## src/rtl/uart_frame_parser.sv

```systemverilog
// Byte-stream frame parser: hunts for SYNC, checks LEN and the XOR checksum,
// then replays the validated payload over a ready/valid port.
module uart_frame_parser #(
   parameter int MAX_LEN      = 16,
   parameter int TIMEOUT_CLKS = 52080
) (
   input  logic       clk,
   input  logic       rst_n,
   input  logic [7:0] rx_data,
   input  logic       rx_done,
   output logic [7:0] out_data,
   output logic       out_valid,
   input  logic       out_ready,
   output logic       out_last,
   output logic       frame_ok,
   output logic       frame_err,
   output logic [1:0] err_code,
   output logic [7:0] drop_cnt
);

   localparam int IDX_W  = $clog2(MAX_LEN + 1);
   localparam int ADDR_W = (MAX_LEN > 1) ? $clog2(MAX_LEN) : 1;
   localparam int TMR_W  = $clog2(TIMEOUT_CLKS + 1);
   localparam logic [7:0]       SYNC     = 8'hA5;
   localparam logic [TMR_W-1:0] TMR_LAST = TMR_W'(TIMEOUT_CLKS - 1);
   localparam logic [IDX_W-1:0] IDX_ONE  = IDX_W'(1);

   typedef enum logic [2:0] {HUNT, GET_LEN, GET_PAY, GET_CHK, DRAIN} state_t;

   state_t           state;
   logic [7:0]       buf_mem [MAX_LEN];
   logic [IDX_W-1:0] len;
   logic [IDX_W-1:0] wr_idx;
   logic [IDX_W-1:0] rd_idx;
   logic [IDX_W-1:0] rd_next;
   logic [7:0]       chk;
   logic [TMR_W-1:0] idle_cnt;
   logic             in_frame;
   logic             timed_out;
   logic             pay_last;
   logic             rd_last;
   logic             len_bad;

   assign in_frame  = (state == GET_LEN) || (state == GET_PAY) || (state == GET_CHK);
   // A byte on the terminal cycle wins over the timeout.
   assign timed_out = in_frame && !rx_done && (idle_cnt == TMR_LAST);
   assign pay_last  = (wr_idx == len - IDX_ONE);
   assign rd_last   = (rd_idx == len - IDX_ONE);
   assign rd_next   = rd_idx + IDX_ONE;
   assign len_bad   = (rx_data == 8'd0) || (rx_data > 8'(MAX_LEN));

   // Payload storage is not reset; it is always written before it is read.
   always_ff @(posedge clk) begin
      if (state == GET_PAY && rx_done)
         buf_mem[wr_idx[ADDR_W-1:0]] <= rx_data;
   end

   always_ff @(posedge clk or negedge rst_n) begin
      if (!rst_n) begin
         state     <= HUNT;
         len       <= '0;
         wr_idx    <= '0;
         rd_idx    <= '0;
         chk       <= 8'h00;
         idle_cnt  <= '0;
         out_data  <= 8'h00;
         out_valid <= 1'b0;
         out_last  <= 1'b0;
         frame_ok  <= 1'b0;
         frame_err <= 1'b0;
         err_code  <= 2'b00;
         drop_cnt  <= 8'h00;
      end else begin
         frame_ok  <= 1'b0;
         frame_err <= 1'b0;
         idle_cnt  <= (in_frame && !rx_done && !timed_out) ? idle_cnt + TMR_W'(1) : '0;

         if (timed_out) begin
            frame_err <= 1'b1;
            err_code  <= 2'b11;
            state     <= HUNT;
         end else begin
            case (state)
               HUNT: begin
                  if (rx_done && rx_data == SYNC)
                     state <= GET_LEN;
               end
               GET_LEN: begin
                  if (rx_done) begin
                     if (len_bad) begin
                        frame_err <= 1'b1;
                        err_code  <= 2'b01;
                        state     <= HUNT;
                     end else begin
                        len    <= rx_data[IDX_W-1:0];
                        chk    <= rx_data;
                        wr_idx <= '0;
                        state  <= GET_PAY;
                     end
                  end
               end
               GET_PAY: begin
                  if (rx_done) begin
                     chk    <= chk ^ rx_data;
                     wr_idx <= wr_idx + IDX_ONE;
                     if (pay_last)
                        state <= GET_CHK;
                  end
               end
               GET_CHK: begin
                  if (rx_done) begin
                     if (rx_data == chk) begin
                        frame_ok  <= 1'b1;
                        rd_idx    <= '0;
                        out_data  <= buf_mem[0];
                        out_valid <= 1'b1;
                        out_last  <= (len == IDX_ONE);
                        state     <= DRAIN;
                     end else begin
                        frame_err <= 1'b1;
                        err_code  <= 2'b10;
                        state     <= HUNT;
                     end
                  end
               end
               DRAIN: begin
                  if (rx_done && drop_cnt != 8'hFF)
                     drop_cnt <= drop_cnt + 8'd1;
                  if (out_ready) begin
                     if (rd_last) begin
                        out_valid <= 1'b0;
                        out_last  <= 1'b0;
                        state     <= HUNT;
                     end else begin
                        rd_idx   <= rd_next;
                        out_data <= buf_mem[rd_next[ADDR_W-1:0]];
                        out_last <= (rd_next == len - IDX_ONE);
                     end
                  end
               end
               default: state <= HUNT;
            endcase
         end
      end
   end

endmodule

```

## config.mk

```make
export PLATFORM = sky130hd
export DESIGN_NAME = uart_frame_parser
export DESIGN_NICKNAME = d
export VERILOG_FILES = /design/src/rtl/uart_frame_parser.sv
export SDC_FILE = /design/constraint.sdc
export NUM_CORES = 1
export LEC_CHECK = 0
export CAP_MARGIN = 10
export CORE_ASPECT_RATIO = 0.5
export CORE_MARGIN = 4
export CORE_UTILIZATION = 52
export CTS_CLUSTER_DIAMETER = 60
export DETAILED_ROUTE_END_ITERATION = 8
export DONT_BUFFER_PORTS = 1
export PLACE_DENSITY = 0.74
export SETUP_SLACK_MARGIN = 0.05
export SYNTH_ARGS = -nofsm -noshare
export SYNTH_HDL_FRONTEND = slang
export SYNTH_SLANG_ARGS = --single-unit
```

## constraint.sdc

```tcl
create_clock -name clk -period 2.5 [get_ports clk]
set_input_delay 0.5 -clock clk [delete_from_list [all_inputs] [get_ports clk]]
set_output_delay 0.5 -clock clk [all_outputs]
set_load 0.03 [all_outputs]
```

==> flow_summary.json, run 1 <==
{
  "run_status": "completed",
  "power.leakage_nw": 3.681,
  "grt_pass1_vias": 4972,
  "cts.sinks": 192,
  "track_usage": 0.2024,
  "path_cells": "inv_1, ha_2, xor2_2, xor2_1, or4_1, or4_1, a31oi_1",
  "ys_top_cells_by_area": "edfxtp_1 (45%), dfrtp_1 (19%), mux4_2 (8.5%)",
  "yosysTopAreaCell": "edfxtp_1",
  "vias_per_cell": 5.854,
  "htree_num_levels": 4,
  "synth_seq_cells": 192,
  "first_pass_iters": 5,
  "hp-class": "input pin to flop",
  "grt_pass1_wl_mm": 28.72,
  "grt_max_degree": 65,
  "seqCellArea_um2": 5446,
  "postRouteWirelength_mm": 17.84,
  "synthMuxAreaShare": 0.1252,
  "drc": 0,
  "multi_input_area_um2": 2947,
  "instances_no_fill": 835,
  "synth_edf_count": 128,
  "dpl.cell_count": 801,
  "routedWlPerCell_um": 21.36,
  "io_pins": 34,
  "finalCriticalPeriod_ns": 2.383,
  "synth_top_area_frac": 0.4516,
  "power.density_nw_per_um2": 795.2,
  "synth_compound_area_frac": 0.04233,
  "antenna_found_initial": 0,
  "crit_slowest_cell": "or4_1",
  "place_congestion": 0.8422,
  "coreArea_um2": 15740,
  "core.rowCount": 32,
  "antennaDiodeCount": 0,
  "clk_pin_slew_ns": 0.08,
  "crit_fanout": 3,
  "fin_tns_setup_ns": 0,
  "r2r_start": "len[1]",
  "fillers": 1129,
  "drv_cap": 0,
  "layout.nets": 622,
  "drive_gt1_frac": 0.2264,
  "vias": 4888,
  "final_cell_mix": "edfxtp_1 (128), dfrtp_1 (63), nand2_1 (53), nor2_1 (44), buf_4 (34)",
  "cp-start-kind": "flop",
  "finalHoldViolCount": 0,
  "min-delay-start": "rx_done",
  "crit_top_cell": "or4_1",
  "critical_path.max_stage_delay_ns": 0.51,
  "post_cts_buffers": 0,
  "fin_skew_ns": 0.01221,
  "worst_slew_margin_rel": 0.4984,
  "cp.required_ns": 2.84,
  "synthesis.area_um2": 8512,
  "path_class": "flop to flop",
  "layout_worst_path_cycle_share": 0.9534,
  "maxSlewViolCount": 0,
  "cp.arrival_ns": 2.73,
  "syn_inst": 573,
  "synth_top_family_by_area": "multiplexers",
  "area_growth_pct": 13.85,
  "die_y_um": 98.47,
  "start_util": 0.5410,
  "drt_iter0_drc": 382,
  "rsz0062_at_grt": "false",
  "ant_nets": 0,
  "synth.avg_cell_area_um2": 14.85,
  "crit_start": "len[1]",
  "path_delay_family": "simple AND/OR/NAND/NOR gates",
  "dp_hpwl_mm": 11.60,
  "setup_violations": 0,
  "endpoint_kind": "flop",
  "cts_tree": "yes",
  "fin_area_um2": 9691,
  "synth-simple-area-share": 0.09937,
  "yosysUniqueCellTypes": 63,
  "die_area_um2": 18600,
  "placed_cell_area_um2": 8992,
  "cts_buffers": 17,
  "ys.flop_type": "edfxtp_1",
  "clkLatencyLatePin_ns": 0.43,
  "fp.dieW_um": 188.9,
  "ir_drop_uv": 521.7,
  "synth_nets": 594,
  "ys_async_sr_fraction": 0.3333,
  "final_common_cell": "edfxtp_1",
  "yosysSeqAreaShare": 0.6397,
  "crit_buf_inv": 1,
  "clock_path_buffers": 2,
  "worst_pin_slew_ns": 0.7455,
  "yosysWarnings": 0,
  "synthXorXnorAreaFrac": 0.05939,
  "root_buffer": "clkbuf_16",
  "synthAdderAreaFrac": 0.01323,
  "overflow": 0,
  "port_buffers": 0,
  "clock.fmax_ghz": 0.4196
}
==> layout make-up <==
type | instances | share of cell area
Timing Repair Buffer | 40 | 0.03848
Tap cell | 221 | 0.02853
Clock buffer | 17 | 0.04390
Inverter | 10 | 0.003873
Sequential cell | 192 | 0.5620
Multi-Input combinational cell | 340 | 0.3041
Clock inverter | 15 | 0.01911
==> cells by family after synthesis <==
family / Yosys count
compound gates: 47
xor+xnor: 52
fa+ha+maj: 9
buf+inv: 41
flops: 192
mux: 64
simple gates: 168
==> per-layer routing <==
layer / GRT usage / wire length, um
met1: 0.2792 / 7882
met2: 0.3217 / 8560
met3: 0.05591 / 1155
met4: 0.05820 / 238
met5: 0 / 0
==> worst paths after layout <==
kind	endpoint	slack, ns	cells after the start
min in group asynchronous	idle_cnt[6]	0.62	2
setup / recovery	out_last	0.12	7
hold / removal	idle_cnt[2]	0.13	1
setup reg to reg	out_last	0.12	7
hold reg to reg	idle_cnt[0]	0.48	1
max in group asynchronous	chk[7]	1.58	2
==> where the power goes <==
group / internal (mW) / total [mW] / switching (mW) / leakage (nW)
clock: 1.37 / 2.74 / 1.37 / 0.296
sequential: 3.57 / 3.82 / 0.256 / 2.00
combinational: 0.545 / 1.15 / 0.601 / 1.38
total: 5.48 / 7.71 / 2.23 / 3.68
==> flip-flops by register name, indices dropped and copies added, names as in the netlist <==
register   count
buf_mem      128
idle_cnt      16
chk            8
drop_cnt       8
out_data       8
len            5
rd_idx         5
wr_idx         5
state          3
err_code       2
frame_err      1
frame_ok       1
out_last       1
out_valid      1
==> repair_timing <==
item	4_1_cts	5_1_grt
endpoints found under the hold margin	64	0
setup endpoints to repair	1	13
hold buffers	2	0
pin swaps	0	2
resized for setup	1	8
==> worst register-to-register path: stages (launching register included) <==
cell	delay [ns]
dfrtp_1	0.41
inv_1	0.10
ha_2	0.21
xor2_2	0.27
xor2_1	0.12
or4_1	0.47
or4_1	0.51
a31oi_1	0.22
==> cells in the mapped netlist (9+ instances only) <==
master,count
edfxtp_1,128
dfrtp_1,64
nand2_1,53
nor2_1,44
mux4_2,32
xor2_1,26
xnor2_1,22
clkbuf_1,19
mux2i_1,18
mux2_2,12
nand3_1,12
inv_1,10
buf_2,9
ha_1,9
nor3_1,9
==> through the flow <==
step                utilization  setup WS (ns)  hold slack [ns]  power [mW]
finish                   0.6159         0.1166           0.1350       7.706
global route             0.6159        0.03625           0.1141       8.052
CTS                      0.6130        0.05533           0.1207       7.679
detailed placement       0.5715        0.06122           0.2080       4.924
global placement         0.5715         0.1325           0.2069       4.894
floorplan                     -        0.09825           0.2044       4.652
Note: power is estimated with default switching activity, not from simulation.
==> run 2, diff against run 1 <==
Settings changed: PLACE_DENSITY 0.74 to 0.71, REMOVE_ABC_BUFFERS from default to 1.
Clock period 2.5 ns to 2.6 ns, I/O delays scaled along.
==> flow_summary.json, run 2 (same netlist as run 1, synthesis figures left out) <==
{
  "fp.dieW_um": 188.9,
  "cp.arrival_ns": 2.82,
  "drc": 0,
  "cts_tree": "yes",
  "final_core_util": 0.6112,
  "r2r_slack_ns": 0.13,
  "drv_cap": 0,
  "endpoint_kind": "flop",
  "start_util": 0.5410,
  "r2r-end": "state[1]",
  "root_buffer": "clkbuf_16",
  "routedWlPerCell_um": 20.64,
  "grt_pass1_vias": 5012,
  "first_pass_iters": 5,
  "drive_gt1_frac": 0.2102,
  "r2r_start": "len[1]",
  "postRouteWirelength_mm": 17.14,
  "layout_worst_path_cycle_share": 0.9487,
  "coreArea_um2": 15740,
  "fin_area_um2": 9618,
  "clk_pin_slew_ns": 0.07,
  "overflow": 0,
  "area_growth_pct": 12.99,
  "run_status": "completed",
  "cts_buffers": 17,
  "whs_ns": 0.1571,
  "final_common_cell": "edfxtp_1",
  "ir_drop_uv": 412.6,
  "core.rowCount": 32,
  "maxSlewViolCount": 0,
  "ant_nets": 0,
  "largest_reg_flops": 128,
  "antenna_found_initial": 0,
  "worst_slew_margin_rel": 0.5564,
  "route.met3.wl_mm": 1.005,
  "fin_ws_ns": 0.1335,
  "cp.required_ns": 2.95,
  "critical_path.max_stage_delay_ns": 0.54,
  "power.leakage_nw": 3.658,
  "min-delay-start": "rx_done",
  "grt_max_degree": 65,
  "layout.nets": 617,
  "vias_per_cell": 5.806,
  "finalCriticalPeriod_ns": 2.466,
  "io_pins": 34,
  "fin_skew_ns": 0.01725,
  "hp-class": "input pin to flop",
  "vias": 4819,
  "rsz0062_at_grt": "false",
  "pre_cts_slack_ns": 0.1142,
  "clock.fmax_ghz": 0.4054,
  "crit_slowest_cell": "or4_1",
  "htree_num_levels": 4,
  "place_congestion": 0.8055,
  "crit_buf_inv": 1,
  "clkLatencyLatePin_ns": 0.44,
  "finalHoldViolCount": 0,
  "reg2reg_depth": 7,
  "path_delay_family": "simple AND/OR/NAND/NOR gates",
  "top_layer_used": "met4",
  "path_class": "flop to flop",
  "drt_iter0_drc": 424,
  "placed_cell_area_um2": 8955,
  "post_cts_buffers": 0,
  "antennaDiodeCount": 0,
  "dp_hpwl_mm": 10.79,
  "met1_length_mm": 7.829,
  "grt_pass1_wl_mm": 28.39,
  "worst_pin_slew_ns": 0.6593,
  "hold-path-endpoint": "idle_cnt[2]",
  "die_area_um2": 18600,
  "final_cell_mix": "edfxtp_1 (128), dfrtp_1 (63), nand2_1 (53), nor2_1 (44), mux4_2 (32)",
  "cp-start-kind": "flop",
  "setup_violations": 0,
  "port_buffers": 0,
  "track_usage": 0.1966,
  "power.density_nw_per_um2": 770.3,
  "path_cells": "inv_1, ha_1, nor3b_2, xor3_2, or4_1, a211oi_2, mux2i_1",
  "crit_fanout": 3,
  "die_y_um": 98.47,
  "clock_path_buffers": 2,
  "wl_met2_mm": 8.138,
  "cts.sinks": 192,
  "hold_path_depth": 1
}
## run 2: changes by cell type in the layout (fill, tap and decap cells not counted), sizes merged
cell / before / now
bufinv: 0 / 1
buf: 39 / 34
clkinvlp: 0 / 1
clkbuf: 17 / 18
clkinv: 8 / 5
## run 2: repair_timing
item                       4_1_cts  5_1_grt
setup endpoints to repair        4        3
hold buffers                     2        0
hold endpoints to repair        64        0
pin swaps                        0        1
resized for setup                1        1
## run 2: worst max-delay path by stage
stage	endpoint	depth (start not counted)	start
floorplan	out_data[6]	6	rd_idx[0]
global placement	state[2]	7	len[1]
global route	state[1]	7	len[1]
finish	state[1]	7	len[1]
CTS	state[1]	7	len[1]
detailed placement	state[1]	7	len[1]
## run 2: area by class of cell
type	instances	area (um2)
clock inverters	14	190.2
multi-input cells	340	2903
well taps	221	276.5
inverters	10	37.54
repair buffers	35	335.3
fillers	1162	6117
clock buffers	18	429.2
flip-flops and latches	192	5446
## run 2: routing by layer
layer | vias to the layer above | GRT usage
met1 | 2454 | 0.2863
met3 | 13 | 0.04211
met4 | 0 | 0.05148
li1 | 2204 | -
met5 | - | 0
met2 | 148 | 0.3070
## run 2: worst register-to-register path: cells and delay by family, from the launching register on
| family | cells | cell delay (ns) |
|---|---|---|
| buffers and inverters | 1 | 0.11 |
| multiplexers | 1 | 0.22 |
| AO/OA/AOI/OAI | 1 | 0.31 |
| XOR/XNOR | 1 | 0.35 |
| adder cells (fa/ha/maj) | 1 | 0.20 |
| flip-flops | 1 | 0.41 |
| AND/OR/NAND/NOR | 2 | 0.79 |
## run 2: where the power goes
| group | total [mW] | internal, mW | switching (mW) | leakage [nW] |
|---|---|---|---|---|
| logic | 1.08 | 0.487 | 0.594 | 1.36 |
| registers | 3.66 | 3.43 | 0.228 | 2.00 |
| clock network | 2.67 | 1.40 | 1.27 | 0.295 |
## run 2: per-stage QoR
step / TNS [ns] / total power, mW / std cells
floorplan: -10.22 / 4.443 / 542
global placement: 0 / 4.704 / 796
detailed placement: 0 / 4.736 / 796
CTS: 0 / 7.448 / 830
global route: 0 / 7.760 / 830
finish: 0 / 7.409 / 830
==> run 3, diff against run 2 <==
Clock period 2.6 ns to 3.1 ns, I/O delays scaled along.
==> flow_summary.json, run 3 (same netlist as run 1, synthesis figures left out) <==
{
  "run_status": "completed",
  "whs_ns": 0.07421,
  "r2r-end": "state[2]",
  "routedWlPerCell_um": 20.05,
  "path_class": "flop to flop",
  "drive_gt1_frac": 0.2033,
  "clkLatencyLatePin_ns": 0.43,
  "power.density_nw_per_um2": 635.8,
  "first_pass_iters": 5,
  "setup_violations": 0,
  "dp_hpwl_mm": 10.87,
  "rsz0062_at_grt": "false",
  "antennaDiodeCount": 0,
  "die_y_um": 98.47,
  "layout.nets": 613,
  "pre_cts_slack_ns": 0.5477,
  "crit_fanout": 6,
  "final_common_cell": "edfxtp_1",
  "cp.required_ns": 3.47,
  "area_growth_pct": 11.82,
  "port_buffers": 0,
  "largest_reg_flops": 128,
  "grt_pass1_vias": 4904,
  "critical_path.max_stage_delay_ns": 0.55,
  "finalHoldViolCount": 0,
  "power.leakage_nw": 3.609,
  "endpoint_kind": "flop",
  "final_core_util": 0.6049,
  "ant_nets": 0,
  "vias": 4762,
  "clk_pin_slew_ns": 0.08,
  "cts_buffers": 17,
  "coreArea_um2": 15740,
  "maxSlewViolCount": 0,
  "cts_repair_resize_count": 0,
  "r2r_start": "len[0]",
  "overflow": 0,
  "ir_drop_uv": 413.2,
  "instances_no_fill": 826,
  "worst_slew_margin_rel": 0.5184,
  "fillers": 1160,
  "r2r_slack_ns": 0.54,
  "postRouteWirelength_mm": 16.56,
  "htree_num_levels": 4,
  "dpl.cell_count": 793,
  "clock_path_buffers": 2,
  "finalCriticalPeriod_ns": 2.562,
  "fp.dieW_um": 188.9,
  "antenna_found_initial": 0,
  "drt_iter0_drc": 492,
  "grt_max_degree": 65,
  "crit_slowest_cell": "or4_1",
  "cp.arrival_ns": 2.93,
  "start_util": 0.5410,
  "worst_pin_slew_ns": 0.7191,
  "cts.sinks": 192,
  "fin_skew_ns": 0.01191,
  "fin_ws_ns": 0.5384,
  "core.rowCount": 32,
  "reg2reg_depth": 7,
  "io_pins": 34,
  "hp-class": "input pin to asynchronous set/reset pin",
  "track_usage": 0.1889,
  "grt_pass1_wl_mm": 26.99,
  "die_area_um2": 18600,
  "drv_cap": 0,
  "final_cell_mix": "edfxtp_1 (128), dfrtp_1 (63), nand2_1 (53), nor2_1 (44), mux4_2 (32)",
  "place_congestion": 0.8041,
  "drc": 0,
  "cts_tree": "yes",
  "clock.fmax_ghz": 0.3904,
  "path_cells": "inv_1, ha_1, nor3b_1, xor3_1, or4_1, a211oi_2, a41o_2",
  "layout_worst_path_cycle_share": 0.8263,
  "cp-start-kind": "flop",
  "vias_per_cell": 5.765,
  "root_buffer": "clkbuf_16"
}
run 3: per-stage QoR:
step | area, um2 | power, mW | TNS (ns)
floorplan | 8373 | 3.726 | -3.779
global placement | 8895 | 3.901 | 0
detailed placement | 8895 | 3.917 | 0
CTS | 9518 | 6.096 | 0
global route | 9518 | 6.363 | 0
finish | 9518 | 6.051 | 0
run 3: final cells by class:
class	instances	area [um2]	share of cell area
clock buffer	18	429.2	0.04509
clock inverter	14	166.4	0.01748
inverter	10	37.54	0.003944
multi-input combinational	340	2897	0.3043
sequential	192	5446	0.5722
tap	221	276.5	0.02905
timing repair buffer	31	265.3	0.02787
run 3: critical path, delay by kind of cell, from the launching register on:
| family | cells | cell delay, ns |
|---|---|---|
| DFF | 1 | 0.46 |
| buffers and inverters | 1 | 0.11 |
| adders and majority gates | 1 | 0.17 |
| AOI/OAI and AO/OA | 2 | 0.57 |
| xor gates and xnor gates | 1 | 0.36 |
| and+or+nand+nor | 2 | 0.84 |
run 3: worst max path at each step:
stage | start | endpoint | slack [ns] | cells after the start
final | len[0] | state[2] | 0.54 | 7
after global routing | len[0] | state[2] | 0.33 | 7
after CTS | len[0] | state[2] | 0.54 | 7
after detailed placement | len[0] | state[2] | 0.55 | 7
after global placement | len[0] | state[1] | 0.60 | 7
after floorplan | rd_idx[0] | out_data[6] | -0.60 | 6
run 3: where the power goes:
group          total [mW]  internal, mW  switching [mW]
Sequential           3.10          2.88           0.219
Combinational       0.796         0.373           0.423
Clock                2.16          1.09            1.07
Total                6.05          4.34            1.71
run 3: repair_timing:
item                      CTS  global route
hold endpoints to repair   64             0
hold buffers                1             0
buffers inserted            0             0
run 3: metal layers:
layer / vias to the layer above / global-route usage / share of wire / wire, um
met1: 2439 / 0.2738 / 0.47 / 7721
met5: - / 0 / 0 / 0
met3: 16 / 0.03857 / 0.049 / 807
li1: 2198 / - / - / -
met2: 109 / 0.2982 / 0.47 / 7866
met4: 0 / 0.04980 / 0.010 / 166
